`src/rtl/pipeline_pkg.sv`:
```
// Shared types and constants for the decode-stage pipeline control slice.
package pipeline_pkg;

  localparam int unsigned XLEN       = 32;
  localparam int unsigned REG_ADDR_W = 5;
  localparam int unsigned CNT_W      = 16;

  // Canonical RISC-V NOP: addi x0, x0, 0
  localparam logic [XLEN-1:0] NOP_INSTR = 32'h0000_0013;

  // Action taken by the controller in a cycle; encoding is visible on ctrl_state.
  typedef enum logic [1:0] {
    ST_RUN    = 2'd0,
    ST_STALL  = 2'd1,
    ST_FLUSH  = 2'd2,
    ST_FREEZE = 2'd3
  } ctrl_state_e;

  // Increment that sticks at all-ones instead of wrapping.
  function automatic logic [CNT_W-1:0] sat_inc(input logic [CNT_W-1:0] v);
    return (v == '1) ? v : v + 1'b1;
  endfunction

endpackage

```
`src/rtl/hazard_detect.sv`:
```
// Combinational load-use hazard compare between EX and the IF/ID slot.
module hazard_detect
  import pipeline_pkg::*;
(
  input  logic                  idex_mem_read,
  input  logic [REG_ADDR_W-1:0] idex_rd,
  input  logic                  ifid_valid,
  input  logic [XLEN-1:0]       ifid_instruction,
  output logic                  load_use
);

  logic [REG_ADDR_W-1:0] rs1;
  logic [REG_ADDR_W-1:0] rs2;

  assign rs1 = ifid_instruction[19:15];
  assign rs2 = ifid_instruction[24:20];

  // rs2 is compared even for formats that do not read it; a spare stall is harmless.
  always_comb begin
    load_use = idex_mem_read && (idex_rd != '0) && ifid_valid &&
               ((idex_rd == rs1) || (idex_rd == rs2));
  end

endmodule

```
`src/rtl/decode_stage_controller.sv`:
```
// Decode-stage controller: IF/ID register, stall/flush/freeze sequencing and event counters.
module decode_stage_controller
  import pipeline_pkg::*;
(
  input  logic                  clk,
  input  logic                  reset,
  input  logic [XLEN-1:0]       if_pc,
  input  logic [XLEN-1:0]       if_instruction,
  input  logic                  if_valid,
  input  logic                  idex_mem_read,
  input  logic [REG_ADDR_W-1:0] idex_rd,
  input  logic                  ex_branch_taken,
  input  logic                  mem_busy,
  output logic                  pc_write_en,
  output logic [XLEN-1:0]       ifid_pc,
  output logic [XLEN-1:0]       ifid_instruction,
  output logic                  ifid_valid,
  output logic                  idex_bubble,
  output logic [1:0]            ctrl_state,
  output logic [CNT_W-1:0]      stall_cycles,
  output logic [CNT_W-1:0]      flush_count
);

  ctrl_state_e      state_q, state_d;
  logic [XLEN-1:0]  ifid_pc_q, ifid_pc_d;
  logic [XLEN-1:0]  ifid_ins_q, ifid_ins_d;
  logic             ifid_val_q, ifid_val_d;
  logic [CNT_W-1:0] stall_q, stall_d;
  logic [CNT_W-1:0] flush_q, flush_d;
  logic             load_use;

  hazard_detect u_hazard (
    .idex_mem_read    (idex_mem_read),
    .idex_rd          (idex_rd),
    .ifid_valid       (ifid_val_q),
    .ifid_instruction (ifid_ins_q),
    .load_use         (load_use)
  );

  // Pick this cycle's action by priority and derive strobes and next register values.
  always_comb begin
    state_d     = ST_RUN;
    pc_write_en = 1'b1;
    idex_bubble = 1'b0;
    ifid_pc_d   = ifid_pc_q;
    ifid_ins_d  = ifid_ins_q;
    ifid_val_d  = ifid_val_q;
    stall_d     = stall_q;
    flush_d     = flush_q;

    if (reset) begin
      pc_write_en = 1'b0;
      idex_bubble = 1'b1;
    end else if (mem_busy) begin
      state_d     = ST_FREEZE;
      pc_write_en = 1'b0;
    end else if (ex_branch_taken) begin
      state_d     = ST_FLUSH;
      idex_bubble = 1'b1;
      ifid_ins_d  = NOP_INSTR;
      ifid_val_d  = 1'b0;
      flush_d     = sat_inc(flush_q);
    end else if (load_use) begin
      state_d     = ST_STALL;
      pc_write_en = 1'b0;
      idex_bubble = 1'b1;
      stall_d     = sat_inc(stall_q);
    end else begin
      ifid_pc_d   = if_pc;
      ifid_ins_d  = if_instruction;
      ifid_val_d  = if_valid;
    end
  end

  // IF/ID slot, last action and counters; reset overrides any pending update.
  always_ff @(posedge clk) begin
    if (reset) begin
      state_q    <= ST_RUN;
      ifid_pc_q  <= '0;
      ifid_ins_q <= NOP_INSTR;
      ifid_val_q <= 1'b0;
      stall_q    <= '0;
      flush_q    <= '0;
    end else begin
      state_q    <= state_d;
      ifid_pc_q  <= ifid_pc_d;
      ifid_ins_q <= ifid_ins_d;
      ifid_val_q <= ifid_val_d;
      stall_q    <= stall_d;
      flush_q    <= flush_d;
    end
  end

  assign ctrl_state       = state_q;
  assign ifid_pc          = ifid_pc_q;
  assign ifid_instruction = ifid_ins_q;
  assign ifid_valid       = ifid_val_q;
  assign stall_cycles     = stall_q;
  assign flush_count      = flush_q;

endmodule

```
`config.mk`:
```
export PLATFORM = sky130hd
export DESIGN_NAME = decode_stage_controller
export DESIGN_NICKNAME = d
export VERILOG_FILES = /design/src/rtl/pipeline_pkg.sv /design/src/rtl/hazard_detect.sv /design/src/rtl/decode_stage_controller.sv
export SDC_FILE = /design/constraint.sdc
export NUM_CORES = 1
export LEC_CHECK = 0
export ABC_AREA = 1
export CAP_MARGIN = 40
export CORE_MARGIN = 2
export CORE_UTILIZATION = 39
export CTS_CLUSTER_SIZE = 12
export DETAILED_ROUTE_END_ITERATION = 10
export PLACE_DENSITY = 0.76
export SLEW_MARGIN = 10
export SYNTH_ARGS = -nofsm -noshare
export SYNTH_HDL_FRONTEND = slang
export SYNTH_SLANG_ARGS = --single-unit
```
`constraint.sdc`:
```
create_clock -name clk -period 1.7 [get_ports clk]
set_clock_uncertainty 0.05 [all_clocks]
set_input_delay 0.17 -clock clk [delete_from_list [all_inputs] [get_ports clk]]
set_output_delay 0.17 -clock clk [all_outputs]
set_load 0.02 [all_outputs]
```
== Word level (Yosys, flattened, before mapping) ==
Index checks and enable logic that the tools add are counted.
Widths: inputs -> output; s select.
Cells by class
  equality and inequality tests: 5
  add/sub/neg operators: 2
  reduce and logical (&&, ||, !) cells: 9
  mux-type cells: 15
  bitwise operators: 5
Operators with widths (count)
  $mux 32: 2
  $add 16x1->16 const B: 2
  $eq 16x16->1 const B: 2
  $mux 1: 11
  $eq 5x5->1: 2
  $reduce_and 3->1: 2
  $not 1->1: 5
  $reduce_bool 5->1: 1
  $mux 2: 2
  $reduce_and 4->1: 1
  $logic_and 1x1->1: 3
  $ne 2x2->1 const B: 1
  $reduce_and 2->1: 1
  $logic_or 1x1->1: 1
Word-level totals
  output and inout port bits: 101
  bits of input ports: 75
  flip-flop bits (word level): 99

== Longest topological paths before layout ==
  depth in word-level cells: 8
  depth in mapped cells: 12
  gate-level depth less buffers: 11

== By module ==
Synthesis repeated with hierarchy kept, for this count alone.
Unflattened totals
  cell total of the unflattened synthesis: 620
  area, all modules: 4484.3 um^2
Modules (own cells, without submodules)
  decode_stage_controller: sequential area each 1981.9 um^2, instances 1, cells each 575, area each 4289.1 um^2
  hazard_detect: sequential area each 0.0 um^2, instances 1, cells each 45, area each 195.2 um^2

== Worst setup path after synthesis ==
No wires, ideal clock.
  path type: register -> register
  from: reg flush_q[0] (netlist: flush_count[0])
  to: reg flush_q[2] (netlist: flush_count[2])
  arrival: 1.645 ns
  slack: -0.126 ns
  data required time: 1.518 ns
  library setup time: 0.132 ns
  cell stages (with the launch flop): 10
  cells stage by stage: dfxtp_1 ha_1 nand2_1 nor3_4 nand3_1 nand2_1 inv_2 buf_2 a21oi_1 nor3_1
Between the ends
  word-level cells in the longest chain between the ends: 3
RTL lines
  start: declaration: RTL line decode_stage_controller.sv:29  | logic [CNT_W-1:0] flush_q, flush_d;
  start signal: assignment: RTL line decode_stage_controller.sv:90  | flush_q <= flush_d;
  parallel branches: the longest is 3 deep, another holds $add 16x1->16
Parallel ways; which one is timed is not known.
A chain may end at the register's enable or synchronous reset.

== Worst setup path after layout ==
  from: reg ifid_ins_q[18] (netlist: ifid_instruction[18])
  to: out pc_write_en
Between the ends
  word-level cells in the longest chain between the ends: 7
RTL lines
  start: declaration: RTL line decode_stage_controller.sv:26  | logic [XLEN-1:0] ifid_ins_q, ifid_ins_d;
  start signal: assignment: RTL line decode_stage_controller.sv:87  | ifid_ins_q <= ifid_ins_d;
  $eq 5x5->1: RTL line hazard_detect.sv:21  | ((idex_rd == rs1) || (idex_rd == rs2));
  $logic_or 1x1->1: RTL line hazard_detect.sv:21
  $logic_and 1x1->1: RTL line hazard_detect.sv:20  | load_use = idex_mem_read && (idex_rd != '0) && ifid_valid &&
  $mux 1: RTL line decode_stage_controller.sv:63  | end else if (load_use) begin
  $mux 1: RTL line decode_stage_controller.sv:57  | end else if (ex_branch_taken) begin
  $mux 1: RTL line decode_stage_controller.sv:54  | end else if (mem_busy) begin
  $mux 1: RTL line decode_stage_controller.sv:51  | if (reset) begin
  end: declaration: RTL line decode_stage_controller.sv:14  | output logic pc_write_en,
Every way passes these cells.

==> flow_summary.ini <==
[cts]
cts_made_buffers = 9
cts_hold_buffers = 0
clkSlewWorstSetupHoldPaths_ps = 90
cts_root_buf = clkbuf_8
cts_sinks = 99
cts_tree = built
clkLatencyLatePin_ps = 380
h-tree-depth = 3
clk_path_buf_depth = 2

[detailed_routing]
routed_wl_um = 14500
routedWlPerCell_um = 14.9
vias_per_cell = 4.91
wl_met1_um = 5870
top_layer = met4
firstDrtPassIters = 5
drc = 0
wl_met3_um = 1180
drtIter0Drc = 230
wl_met2_um = 7160
ant_nets = 0
vias = 4798

[critical_path]
critPathArrivalTime_ps = 1590
cpPeakStageDelay_ps = 380
crit_type = register to output pin
path_max_fanout = 4
crit_required_ps = 1480
end_kind = output pin
path_cells = inv_2 -> nand2_1 -> nand2_1 -> nor2_2 -> nand3_1 -> nand2_2 -> nand3_4 -> nand2_4 -> nor2_2 -> buf_6
worst_path_max_delay_cell = dfxtp_4
start_kind = register
crit_buf_inv = 2
cp_top_family = simple AND/OR/NAND/NOR gates
r2r_slack_ps = -110

[pwr]
p_leak_nw = 3.62
vdd.ir_drop.worst_v = 0.000533
total_power_w = 0.00511
power_density_nw_per_um2 = 666

[finish]
nets = 909
syn_to_final_growth_pct = 75.4
n_antenna_cell = 0
fill_cells = 846
drive_gt1_share_pct = 27.5
instances_no_fill = 977

[floorplan]
die_y_um = 110
fp-row-count = 38
fp.dieW_um = 110
start_util_pct = 40.2
die_area_um2 = 12100
core_um2 = 10900
pin_count = 176

[yosys]
synthesis.area_um2 = 4370
synthCells = 596
ys_ff_latch = 99
synth.net_count = 673
syn_avg_cell_area_um2 = 7.34
ys_top_cells_by_area = dfxtp_1, nand2_1, nor2_1
yosysTopAreaCellShare_pct = 45.3
yosysTopAreaCell = dfxtp_1
ys_seq_area_share_pct = 45.3
synth_cell_types = 34
ys_warn_count = 0

[run_status]
failed_checks = setup timing
status = finished, violations left

[global_route]
grt_max_degree = 26
grt_usage_pct = 21.9
grt-ovfl-total = 0
grt_pass1_vias = 4488
grt_antenna_before_repair = 0
grt_pass1_wl_um = 20800

[timing]
hold_viol = 0
drv_slew = 0
grt_setup_unrepaired = true
fin_crit_ps = 1810
slew_headroom_pct = 68.7
post-route-period-util_pct = 106
worst_pin_slew_ps = 466
layout_setup_ws_ps = -110
setup_viol = 42
fmax_mhz = 552

[placement]
io_buffers = 175
gp_congestion = 0.861
hpwl_um = 9580
dp_cells = 943

[min_path]
hp-class = input pin to register

[run]
max_cap_violations = 0
[path summary, 6_finish.rpt]
kind         cells past startpoint            startpoint                   end
max                             10  ifid_instruction[18]           pc_write_en
max reg2reg                     14  ifid_instruction[18]  ifid_instruction[21]
min reg2reg                      2  ifid_instruction[30]  ifid_instruction[30]
min                              3    if_instruction[25]  ifid_instruction[25]
[sequential cells by signal (all words and copies together) (netlist names)]
signal            cells
ctrl_state            2
flush_count          16
ifid_instruction     32
ifid_pc              32
ifid_valid            1
stall_cycles         16
[placed cells by master, fill, tap and decap left out, drive strengths merged]
cell type and n:
o21ai 40, clkinvlp 1, xnor2 9, dlygate4sd2 7, dfxtp 99, nor4 2, nand2 160, a21oi 22
nand4 3, buf 73, o211ai 3, nor3b 4, clkdlybuf4s50 141, and3 3, bufinv 1, nand3 55
xor2 11, inv 36, clkbuf 15, clkinv 4, nor2 109, ha 2, dlymetal6s2s 25, nor3 12
[worst min-delay path, stage by stage]
cell             delay, ps
clkdlybuf4s50_1        390
nand3_1                 70
nand2_1                 40
[area by class of cell]
type                    count  area (um^2)  area share, %
well taps                 140          175           2.28
inverters                  36          145           1.89
flip-flops and latches     99         2010           26.2
clock buffers              10          149           1.94
multi-input cells         435         2430           31.7
repair buffers            251         2690           35.1
clock inverters             6         72.6          0.946
[cells by family after synthesis]
logic type / Yosys count / share of synthesized area [%]
AO/OA/AOI/OAI: 65 / 8.73
XOR/XNOR: 20 / 4.01
adder cells (fa/ha/maj): 2 / 0.572
buffers and inverters: 62 / 6.49
flip-flops: 99 / 45.3
AND/OR/NAND/NOR: 348 / 34.9
[metrics by stage]
step                cell area (um^2)  hold WS (ps)  setup WS [ps]  utilization (%)  TNS [ps]
floorplan                       4380           255          -4.52                -     -4.52
global placement                6680           379           -598             61.4    -26030
detailed placement              6680           385           -628             61.4    -31600
CTS                             7140           295           -123             65.6     -1490
global route                    7670           296           -239             70.4    -11570
finish                          7670           300           -110             70.4     -2210
[layer usage]
metal	global-route usage (%)	up-vias
met5	0	-
met2	37.7	172
met4	8.05	0
met1	25.4	2223
met3	6.99	23
li1	-	2380
[repair_timing]
item | in CTS | in global routing
endpoints found under the setup margin | 84 | 120
gates cloned | 3 | 8
endpoints found under the hold margin | 0 | 0
resized for setup | 51 | 130
buffers inserted | 9 | 1
pin swaps | 3 | 19
[report_power, final]
group | internal, W | switching, W
combinational | 0.000524 | 0.000462
clock | 0.000780 | 0.000877
sequential | 0.00241 | 0.0000591
[cells in the mapped netlist]
| cell | instances |
|---|---|
| nor3_2 | 1 |
| dfxtp_1 | 99 |
| o211ai_1 | 3 |
| ha_1 | 2 |
| xnor2_1 | 9 |
| a21oi_4 | 1 |
| clkbuf_1 | 10 |
| inv_2 | 10 |
| nor3_4 | 1 |
| nand4_1 | 2 |
| nor2_4 | 1 |
| nor3b_1 | 4 |
| nor4_2 | 1 |
| o21ai_0 | 8 |
| nor2_1 | 107 |
| nand3_1 | 54 |
| nand2_1 | 146 |
| inv_1 | 25 |
| a21oi_2 | 10 |
| xor2_1 | 11 |
| nor4_1 | 1 |
| nor2_8 | 1 |
| and3_1 | 3 |
| clkinv_1 | 1 |
| nor3_1 | 10 |
| a21oi_1 | 11 |
| buf_8 | 1 |
| o21ai_1 | 32 |
| buf_4 | 1 |
| nand2_2 | 14 |
| nand4_2 | 1 |
| buf_2 | 11 |
| nand3_4 | 1 |
| buf_6 | 3 |
(Power assumes the default switching activity.)
